### src/rtl/hfrv_uart_rx.sv
// 8N1 UART receiver: 2-flop synchronized line, mid-bit sampling FSM and
// a first-word-fall-through receive FIFO with sticky overflow.
module hfrv_uart_rx #(
    parameter int CLKS_PER_BIT = 16,
    parameter int FIFO_DEPTH   = 8
) (
    input  logic                          clk,
    input  logic                          reset_n,
    input  logic                          rx,
    output logic [7:0]                    out_data,
    output logic                          out_valid,
    input  logic                          out_ready,
    output logic                          busy,
    output logic                          framing_err,
    output logic                          overflow,
    input  logic                          clr_overflow,
    output logic [$clog2(FIFO_DEPTH):0]   level,
    output logic [2:0]                    dbg_state
);

    localparam int CW = $clog2(CLKS_PER_BIT);
    localparam int AW = $clog2(FIFO_DEPTH);
    localparam int LW = AW + 1;
    localparam logic [CW-1:0] HALF_BIT = CW'(CLKS_PER_BIT / 2 - 1);
    localparam logic [CW-1:0] FULL_BIT = CW'(CLKS_PER_BIT - 1);

    typedef enum logic [2:0] {
        S_IDLE      = 3'd0,
        S_START     = 3'd1,
        S_DATA      = 3'd2,
        S_STOP      = 3'd3,
        S_WAIT_IDLE = 3'd4
    } state_t;

    logic           r_sync1;
    logic           r_sync2;
    state_t         r_state;
    logic [CW-1:0]  r_cnt;
    logic [2:0]     r_idx;
    logic [7:0]     r_shift;
    logic           r_framing_err;
    logic           r_overflow;
    logic [7:0]     r_mem [FIFO_DEPTH];
    logic [AW-1:0]  r_wptr;
    logic [AW-1:0]  r_rptr;
    logic [LW-1:0]  r_level;
    logic [7:0]     r_out_data;

    logic           w_rxs;
    state_t         w_state_nxt;
    logic [CW-1:0]  w_cnt_nxt;
    logic [2:0]     w_idx_nxt;
    logic [7:0]     w_shift_nxt;
    logic           w_push;
    logic           w_ferr;
    logic           w_pop;
    logic           w_full;
    logic           w_wr;
    logic           w_ovf_set;
    logic [LW-1:0]  w_level_nxt;
    logic [AW-1:0]  w_rptr_nxt;
    logic [7:0]     w_head_nxt;

    assign w_rxs = r_sync2;

    always_ff @(posedge clk or negedge reset_n) begin
        if (!reset_n) begin
            r_sync1 <= 1'b1;
            r_sync2 <= 1'b1;
        end else begin
            r_sync1 <= rx;
            r_sync2 <= r_sync1;
        end
    end

    always_ff @(posedge clk or negedge reset_n) begin
        if (!reset_n) begin
            r_state       <= S_IDLE;
            r_cnt         <= '0;
            r_idx         <= '0;
            r_shift       <= '0;
            r_framing_err <= 1'b0;
        end else begin
            r_state       <= w_state_nxt;
            r_cnt         <= w_cnt_nxt;
            r_idx         <= w_idx_nxt;
            r_shift       <= w_shift_nxt;
            r_framing_err <= w_ferr;
        end
    end

    // Counter only decrements while non-zero; every zero is a sample point.
    always_comb begin
        w_state_nxt = r_state;
        w_cnt_nxt   = r_cnt;
        w_idx_nxt   = r_idx;
        w_shift_nxt = r_shift;
        w_push      = 1'b0;
        w_ferr      = 1'b0;
        case (r_state)
            S_IDLE: begin
                if (!w_rxs) begin
                    w_state_nxt = S_START;
                    w_cnt_nxt   = HALF_BIT;
                end
            end
            S_START: begin
                if (r_cnt != '0) begin
                    w_cnt_nxt = r_cnt - 1'b1;
                end else if (!w_rxs) begin
                    w_state_nxt = S_DATA;
                    w_cnt_nxt   = FULL_BIT;
                    w_idx_nxt   = 3'd0;
                end else begin
                    w_state_nxt = S_IDLE;
                end
            end
            S_DATA: begin
                if (r_cnt != '0) begin
                    w_cnt_nxt = r_cnt - 1'b1;
                end else begin
                    w_shift_nxt[r_idx] = w_rxs;
                    w_cnt_nxt          = FULL_BIT;
                    w_idx_nxt          = r_idx + 3'd1;
                    if (r_idx == 3'd7) begin
                        w_state_nxt = S_STOP;
                    end
                end
            end
            S_STOP: begin
                if (r_cnt != '0) begin
                    w_cnt_nxt = r_cnt - 1'b1;
                end else if (w_rxs) begin
                    w_push      = 1'b1;
                    w_state_nxt = S_IDLE;
                end else begin
                    w_ferr      = 1'b1;
                    w_state_nxt = S_WAIT_IDLE;
                end
            end
            S_WAIT_IDLE: begin
                if (w_rxs) begin
                    w_state_nxt = S_IDLE;
                end
            end
            default: w_state_nxt = S_IDLE;
        endcase
    end

    // Handshake: a byte leaves the FIFO on any cycle where out_valid and
    // out_ready are both high; out_ready with out_valid low has no effect.
    assign w_pop       = out_ready && (r_level != '0);
    assign w_full      = (r_level == LW'(FIFO_DEPTH));
    assign w_wr        = w_push && (!w_full || w_pop);
    assign w_ovf_set   = w_push && w_full && !w_pop;
    assign w_level_nxt = r_level + LW'(w_wr) - LW'(w_pop);
    assign w_rptr_nxt  = w_pop ? r_rptr + AW'(1) : r_rptr;

    // The new head is the incoming byte only when it becomes the sole entry.
    assign w_head_nxt  = (w_wr && (w_level_nxt == LW'(1))) ? r_shift : r_mem[w_rptr_nxt];

    always_ff @(posedge clk) begin
        if (w_wr) begin
            r_mem[r_wptr] <= r_shift;
        end
    end

    always_ff @(posedge clk or negedge reset_n) begin
        if (!reset_n) begin
            r_wptr     <= '0;
            r_rptr     <= '0;
            r_level    <= '0;
            r_out_data <= 8'h00;
            r_overflow <= 1'b0;
        end else begin
            if (w_wr) begin
                r_wptr <= r_wptr + AW'(1);
            end
            r_rptr  <= w_rptr_nxt;
            r_level <= w_level_nxt;
            if (w_level_nxt != '0) begin
                r_out_data <= w_head_nxt;
            end
            if (w_ovf_set) begin
                r_overflow <= 1'b1;
            end else if (clr_overflow) begin
                r_overflow <= 1'b0;
            end
        end
    end

    assign out_data    = r_out_data;
    assign out_valid   = (r_level != '0);
    assign level       = r_level;
    assign busy        = (r_state != S_IDLE);
    assign framing_err = r_framing_err;
    assign overflow    = r_overflow;
    assign dbg_state   = r_state;

endmodule

### config.mk
export PLATFORM = sky130hd
export DESIGN_NAME = hfrv_uart_rx
export DESIGN_NICKNAME = d
export VERILOG_FILES = /design/src/rtl/hfrv_uart_rx.sv
export SDC_FILE = /design/constraint.sdc
export NUM_CORES = 1
export LEC_CHECK = 0
export CAP_MARGIN = 20
export CORE_UTILIZATION = 54
export DETAILED_ROUTE_END_ITERATION = 12
export PLACE_DENSITY = 0.81
export SETUP_SLACK_MARGIN = 0.1
export SKIP_LAST_GASP = 1
export SYNTH_ARGS = -nofsm -noshare
export SYNTH_HDL_FRONTEND = slang
export SYNTH_SLANG_ARGS = --single-unit
export TNS_END_PERCENT = 5
### constraint.sdc
create_clock -name clk -period 8.5 [get_ports clk]
set_input_delay 0.85 -clock clk [delete_from_list [all_inputs] [get_ports clk]]
set_output_delay 0.85 -clock clk [all_outputs]
set_load 0.005 [all_outputs]
==> flow_metrics.tcl, run 1 <==
set metrics [dict create \
    tns_ns 0 \
    synth_fa_ha_area_frac 0.0303 \
    portBuffers 23 \
    synth_compound_gate_area_share 0.140 \
    regArea_sq_um 2930 \
    area_growth_pct 10.1 \
    avgSynthCellArea_sq_um 13.0 \
    place.gp.congestion 0.906 \
    htreeDepth 3 \
    fin_skew_ns 0.00886 \
    clkTransAtPathRegs_ns 0.09 \
    grt_max_degree 41 \
    endpoint_kind "register" \
    slowest_stage "clkdlybuf4s50_1" \
    grt.total_usage 0.239 \
    peakVddDrop_mv 0.156 \
    cts_num_sinks 104 \
    die-area_sq_um 10000 \
    finalHoldViolCount 0 \
    hold_buffers 0 \
    drtAntennaViolNets 0 \
    cts_setup_buffers 0 \
    ys_types 56 \
    synth_async_sr_flop_share 0.385 \
    yosysWarningCount 0 \
    synthMuxAreaShare 0.122 \
    viasPerCell 6.16 \
    synthTopCellsByArea "edfxtp_1, dfrtp_1, mux2i_1, o221ai_1, mux4_2" \
    max_slew_margin 0.280 \
    max_stage_delay_ns 0.62 \
    yosys.area.top_type "edfxtp_1" \
    grt_pass1_wl_um 17800 \
    synth_xor_area_frac 0.0132 \
    netlist.area_leader.share 0.369 \
    fin_crit_sh 0.513 \
    vias 3396 \
    syn_nets 418 \
    multi_input_area_sq_um 2040 \
    drive_gt1_frac 0.135 \
    drt_wl_total_um 11000 \
    wl_per_cell_um 19.9 \
    antenna_found_initial 0 \
    outcome "finished clean" \
    clock_latency_ns 0.37 \
    placed_area_sq_um 5490 \
    powerDensity_nw_per_um2 336 \
    synth-edff-count 64 \
    drt_iter0_drc 182 \
    worstMarginPinSlew_ns 1.08 \
    io_pins 24 \
    fin_nets 434 \
    max_freq_mhz 229 \
    p_sw_frac 0.376 \
    seqPwrFrac 0.368 \
    dr.pass1.iters 5 \
    crit_type "input port to register" \
    fill_cells 718 \
    synth_area_sq_um 5200 \
    placed_cells 535 \
    ys_seq_area_frac 0.562 \
    yosys.area_share.simple 0.0864 \
    critPathBufInv 3 \
    required_ns 8.76 \
    fin_area_sq_um 5730 \
    die_height_um 100 \
    synth_top_family_by_area "compound AO/OA/AOI/OAI gates" \
    slew_violations 0 \
    grt_pass1_vias 3447 \
    ctsLongestPathBuffers 2 \
    dp_hpwl_um 7420 \
    start_util 0.560 \
    highest_layer "met4" \
    ys_seq_elements 104 \
    synth_most_common_cell "edfxtp_1" \
    cts_inserted_buffers 9 \
    ctsRootBufferMaster "clkbuf_8" \
    wl_met3_um 624 \
    fin_crit_ns 4.36 \
    n_antenna_cell 0 \
    hold_path_class "register to register" \
    drc 0 \
    coreArea_sq_um 9280 \
    layoutNonFillerInstCount 551 \
    cp_top_family "compound AO/OA/AOI/OAI gates" \
    gr-total-overflow 0 \
    yosys-top-cells-count "edfxtp_1, dfrtp_1, mux2i_1" \
    clkPwrFrac 0.183 \
    finalCoreUtilization 0.617 \
    rsz0062_at_grt "false" \
    rows 35 \
    post_cts_resized 0 \
    cp-start-kind "input port" \
    synth_flop_cell "edfxtp_1" \
    leakage_nw 2.17 \
    setup-violations-final 0 \
    wl_met1_um 4520 \
    maxCapViolCount 0 \
    crit_chain "clkdlybuf4s50_1 -> inv_2 -> o211ai_1 -> nand3_1 -> o21ai_0 -> ha_1 -> inv_1 -> fa_1 -> xnor2_1 -> nor2_1 -> mux2_2 -> a31oi_4 -> a22oi_1 -> o21a_1" \
    die_x_um 100 \
    worstPathArrival_ns 4.62 \
    wl_met2_um 5530 \
    crit_fanout 15 \
    power.switching_uw 722 \
    cts_tree "yes" \
    syn_inst 401 \
    intPower_mw 1.20 \
    p_comb_frac 0.449 \
    fin_hold_ws_ns 0.359 \
]
-- path summary, 6_finish.rpt --
| path | start | end | slack (ns) | cells past startpoint |
|---|---|---|---|---|
| worst max-delay path | out_ready | out_data[0] | 4.14 | 14 |
| worst min-delay path | r_sync1 | r_sync2 | 0.36 | 0 |
| worst max register to register | r_cnt[0] | out_data[0] | 4.34 | 15 |
| worst min register to register | r_sync1 | r_sync2 | 0.36 | 0 |
| max in group asynchronous | reset_n | out_data[4] | 7.36 | 1 |
| min in group asynchronous | reset_n | r_cnt[3] | 0.58 | 1 |
-- sequential cells by signal, summed over array words and instances (netlist names) --
name         cells
overflow         1
r_sync1          1
dbg_state        3
r_idx            3
r_wptr           3
r_cnt            4
r_shift          8
framing_err      1
out_data         8
r_rptr           3
level            4
r_mem           64
r_sync2          1
-- worst reg2reg max path, delay by kind of cell, from the launching register on --
kind / cells / cell delay, ns
compound gates: 4 / 0.94
buf+inv: 2 / 0.15
simple gates: 4 / 1.12
flops: 1 / 0.42
fa+ha+maj: 3 / 0.75
mux: 1 / 0.40
xor+xnor: 1 / 0.27
-- routing by layer --
layer / GRT usage / up-vias
met3: 0.0474 / 25
met1: 0.315 / 1675
met2: 0.387 / 113
met4: 0.104 / 0
met5: 0 / -
li1: - / 1583
-- power by group through the flow --
stage	combinational [mW]	sequential (mW)	clock, mW
3_3_place_gp	0.825	0.713	0
3_5_place_dp	0.865	0.715	0
4_1_cts	0.867	0.706	0.358
6_report	0.864	0.708	0.351
5_1_grt	0.946	0.720	0.380
2_1_floorplan	0.700	0.661	0
-- layout make-up --
cell class | count | share of cell area
clock buffer | 12 | 0.0286
clock inverter | 4 | 0.0129
inverter | 22 | 0.0149
multi-input combinational | 250 | 0.356
sequential | 104 | 0.511
tap | 129 | 0.0282
timing repair buffer | 30 | 0.0485
-- cell families (layout without fill, tap and decap cells) --
family                   Yosys count  count (layout)
AND/OR/NAND/NOR                   84              84
multiplexers                      52              52
adder cells (fa/ha/maj)           12              12
buffers and inverters             47              68
XOR/XNOR                           7               7
flip-flops                       104             104
AO/OA/AOI/OAI                     95              95
-- placed cells by master, fill, tap and decap left out, drive strengths merged, types with 3 or more instances in the layout --
cell type,Yosys,final
nor3b,4,4
a22oi,7,7
xnor2,5,5
nor2,23,23
edfxtp,64,64
o221ai,28,28
ha,11,11
dfrtp,38,38
nor3,10,10
or3,4,4
a31oi,5,5
nand3,7,7
o211ai,8,8
nand2b,4,4
a21oi,9,9
a22o,7,7
nand2,21,21
o21ai,15,15
clkdlybuf4s50,0,22
nor4,3,3
mux2i,34,34
inv,22,23
o21a,7,7
mux2,10,10
clkbuf,11,12
mux4,8,8
buf,14,8
-- metrics by stage --
| step | worst slack [ns] | power (mW) |
|---|---|---|
| 6_report | 4.14 | 1.92 |
| 5_1_grt | 3.87 | 2.05 |
| 4_1_cts | 4.17 | 1.93 |
| 3_5_place_dp | 3.79 | 1.58 |
| 3_3_place_gp | 3.97 | 1.54 |
| 2_1_floorplan | 5.01 | 1.36 |
No activity file was read; power rests on OpenSTA's default activity.
==> run 2: changes to the inputs <==
==> constraint.sdc (replaced) <==
create_clock -name clk -period 4.55 [get_ports clk]
set_input_delay 0.455 -clock clk [delete_from_list [all_inputs] [get_ports clk]]
set_output_delay 0.455 -clock clk [all_outputs]
set_load 0.005 [all_outputs]
==> flow_metrics.tcl, run 2 (synthesized netlist as in run 1, its figures left out) <==
set metrics [dict create \
    final_cell_mix "edfxtp_1, dfrtp_1, mux2i_1, o221ai_1" \
    place.gp.congestion 0.864 \
    fin_nets 438 \
    cts_num_sinks 104 \
    regArea_sq_um 2930 \
    finalCoreUtilization 0.612 \
    clkTransAtPathRegs_ns 0.10 \
    max_freq_mhz 260 \
    drtAntennaViolNets 0 \
    portBuffers 23 \
    rr_worst_depth 15 \
    worstPathArrival_ns 4.11 \
    ctsRootBufferMaster "clkbuf_8" \
    drt_wl_total_um 11200 \
    largest_reg_flops 64 \
    endpoint_kind "register" \
    rsz0062_at_grt "false" \
    cts_inserted_buffers 9 \
    io_pins 24 \
    fin_skew_ns 0.0118 \
    fill_cells 751 \
    area_growth_pct 9.31 \
    cts_tree "yes" \
    fin_crit_ns 3.84 \
    slew_violations 0 \
    total_power_mw 3.47 \
    htreeDepth 3 \
    antenna_found_initial 0 \
    dp_hpwl_um 7590 \
    vias 3528 \
    fin_crit_sh 0.845 \
    maxCapViolCount 0 \
    wl_per_cell_um 20.2 \
    drive_gt1_frac 0.141 \
    die_x_um 100 \
    crit_fanout 13 \
    cp-start-kind "register" \
    multi_input_area_sq_um 2040 \
    n_antenna_cell 0 \
    crit_type "register to register" \
    pre_cts_slack_ns 0.600 \
    fin_hold_ws_ns 0.207 \
    grt_pass1_vias 3412 \
    die-area_sq_um 10000 \
    post_cts_resized 0 \
    hold_buffers 0 \
    largest-register "r_mem" \
    placed_area_sq_um 5520 \
    drc 0 \
    gr-total-overflow 0 \
    dr.pass1.iters 4 \
    viasPerCell 6.36 \
    cts_setup_buffers 0 \
    start_util 0.560 \
    tns_ns 0 \
    finalHoldViolCount 0 \
    mostFrequentLayoutCell "edfxtp_1" \
    powerDensity_nw_per_um2 611 \
    leakage_nw 2.16 \
    clock_latency_ns 0.37 \
    outcome "finished clean" \
    coreArea_sq_um 9280 \
    setup_ws_ns 0.707 \
    grt_pass1_wl_um 17900 \
    fin_area_sq_um 5690 \
    layoutNonFillerInstCount 555 \
    worstMarginPinSlew_ns 0.912 \
    required_ns 4.82 \
    setup-violations-final 0 \
    grt.total_usage 0.239 \
    r2r_start "r_cnt[0]" \
    critPathLaunch "r_cnt[0]" \
    ctsLongestPathBuffers 2 \
    rows 35 \
    hold_path_class "input port to asynchronous set/reset pin" \
    peakVddDrop_mv 0.300 \
    die_height_um 100 \
    max_slew_margin 0.392 \
    placed_cells 539 \
    drt_iter0_drc 242 \
    grt_max_degree 41 \
]
-- run 2: changes by cell type in the layout (fill, tap and decap cells not counted), sizes merged --
cell,before,now
buf,8,12
bufinv,2,0
clkbuf,12,13
clkinv,1,2
-- run 2: metal layers --
metal | routed length (um) | track usage | up-vias
met3 | 549 | 0.0341 | 22
li1 | - | - | 1581
met2 | 5500 | 0.390 | 118
met5 | 0 | 0 | -
met4 | 326 | 0.118 | 0
met1 | 4810 | 0.316 | 1807
-- run 2: area by class of cell --
cell class / count / share of cell area
sequential: 104 / 0.515
multi-input combinational: 250 / 0.358
timing repair buffer: 34 / 0.0541
tap: 129 / 0.0284
clock buffer: 13 / 0.0266
inverter: 22 / 0.0150
clock inverter: 3 / 0.00286
-- run 2: path summary, 6_finish.rpt --
kind	end	slack, ns
max	out_data[0]	0.71
min reg2reg	r_sync2	0.35
max in group asynchronous	r_rptr[1]	3.77
min	r_shift[5]	0.21
max reg2reg	out_data[0]	0.71
min in group clk	r_sync2	0.35
-- run 2: critical path, cell delays in order (launching register included) --
cell,delay (ns)
dfrtp_1,0.42
inv_1,0.09
ha_1,0.17
nor3b_4,0.33
and4b_1,0.35
nand3_1,0.13
o21ai_0,0.17
ha_1,0.19
inv_1,0.07
fa_1,0.39
xnor2_1,0.27
nor2_1,0.09
mux2_2,0.41
a31oi_4,0.33
a22oi_1,0.14
o21a_1,0.19
-- run 2: report_power, final --
part | switching [mW] | internal (mW) | total, mW
Combinational | 0.893 | 0.770 | 1.66
Clock | 0.304 | 0.218 | 0.522
Sequential | 0.162 | 1.12 | 1.29
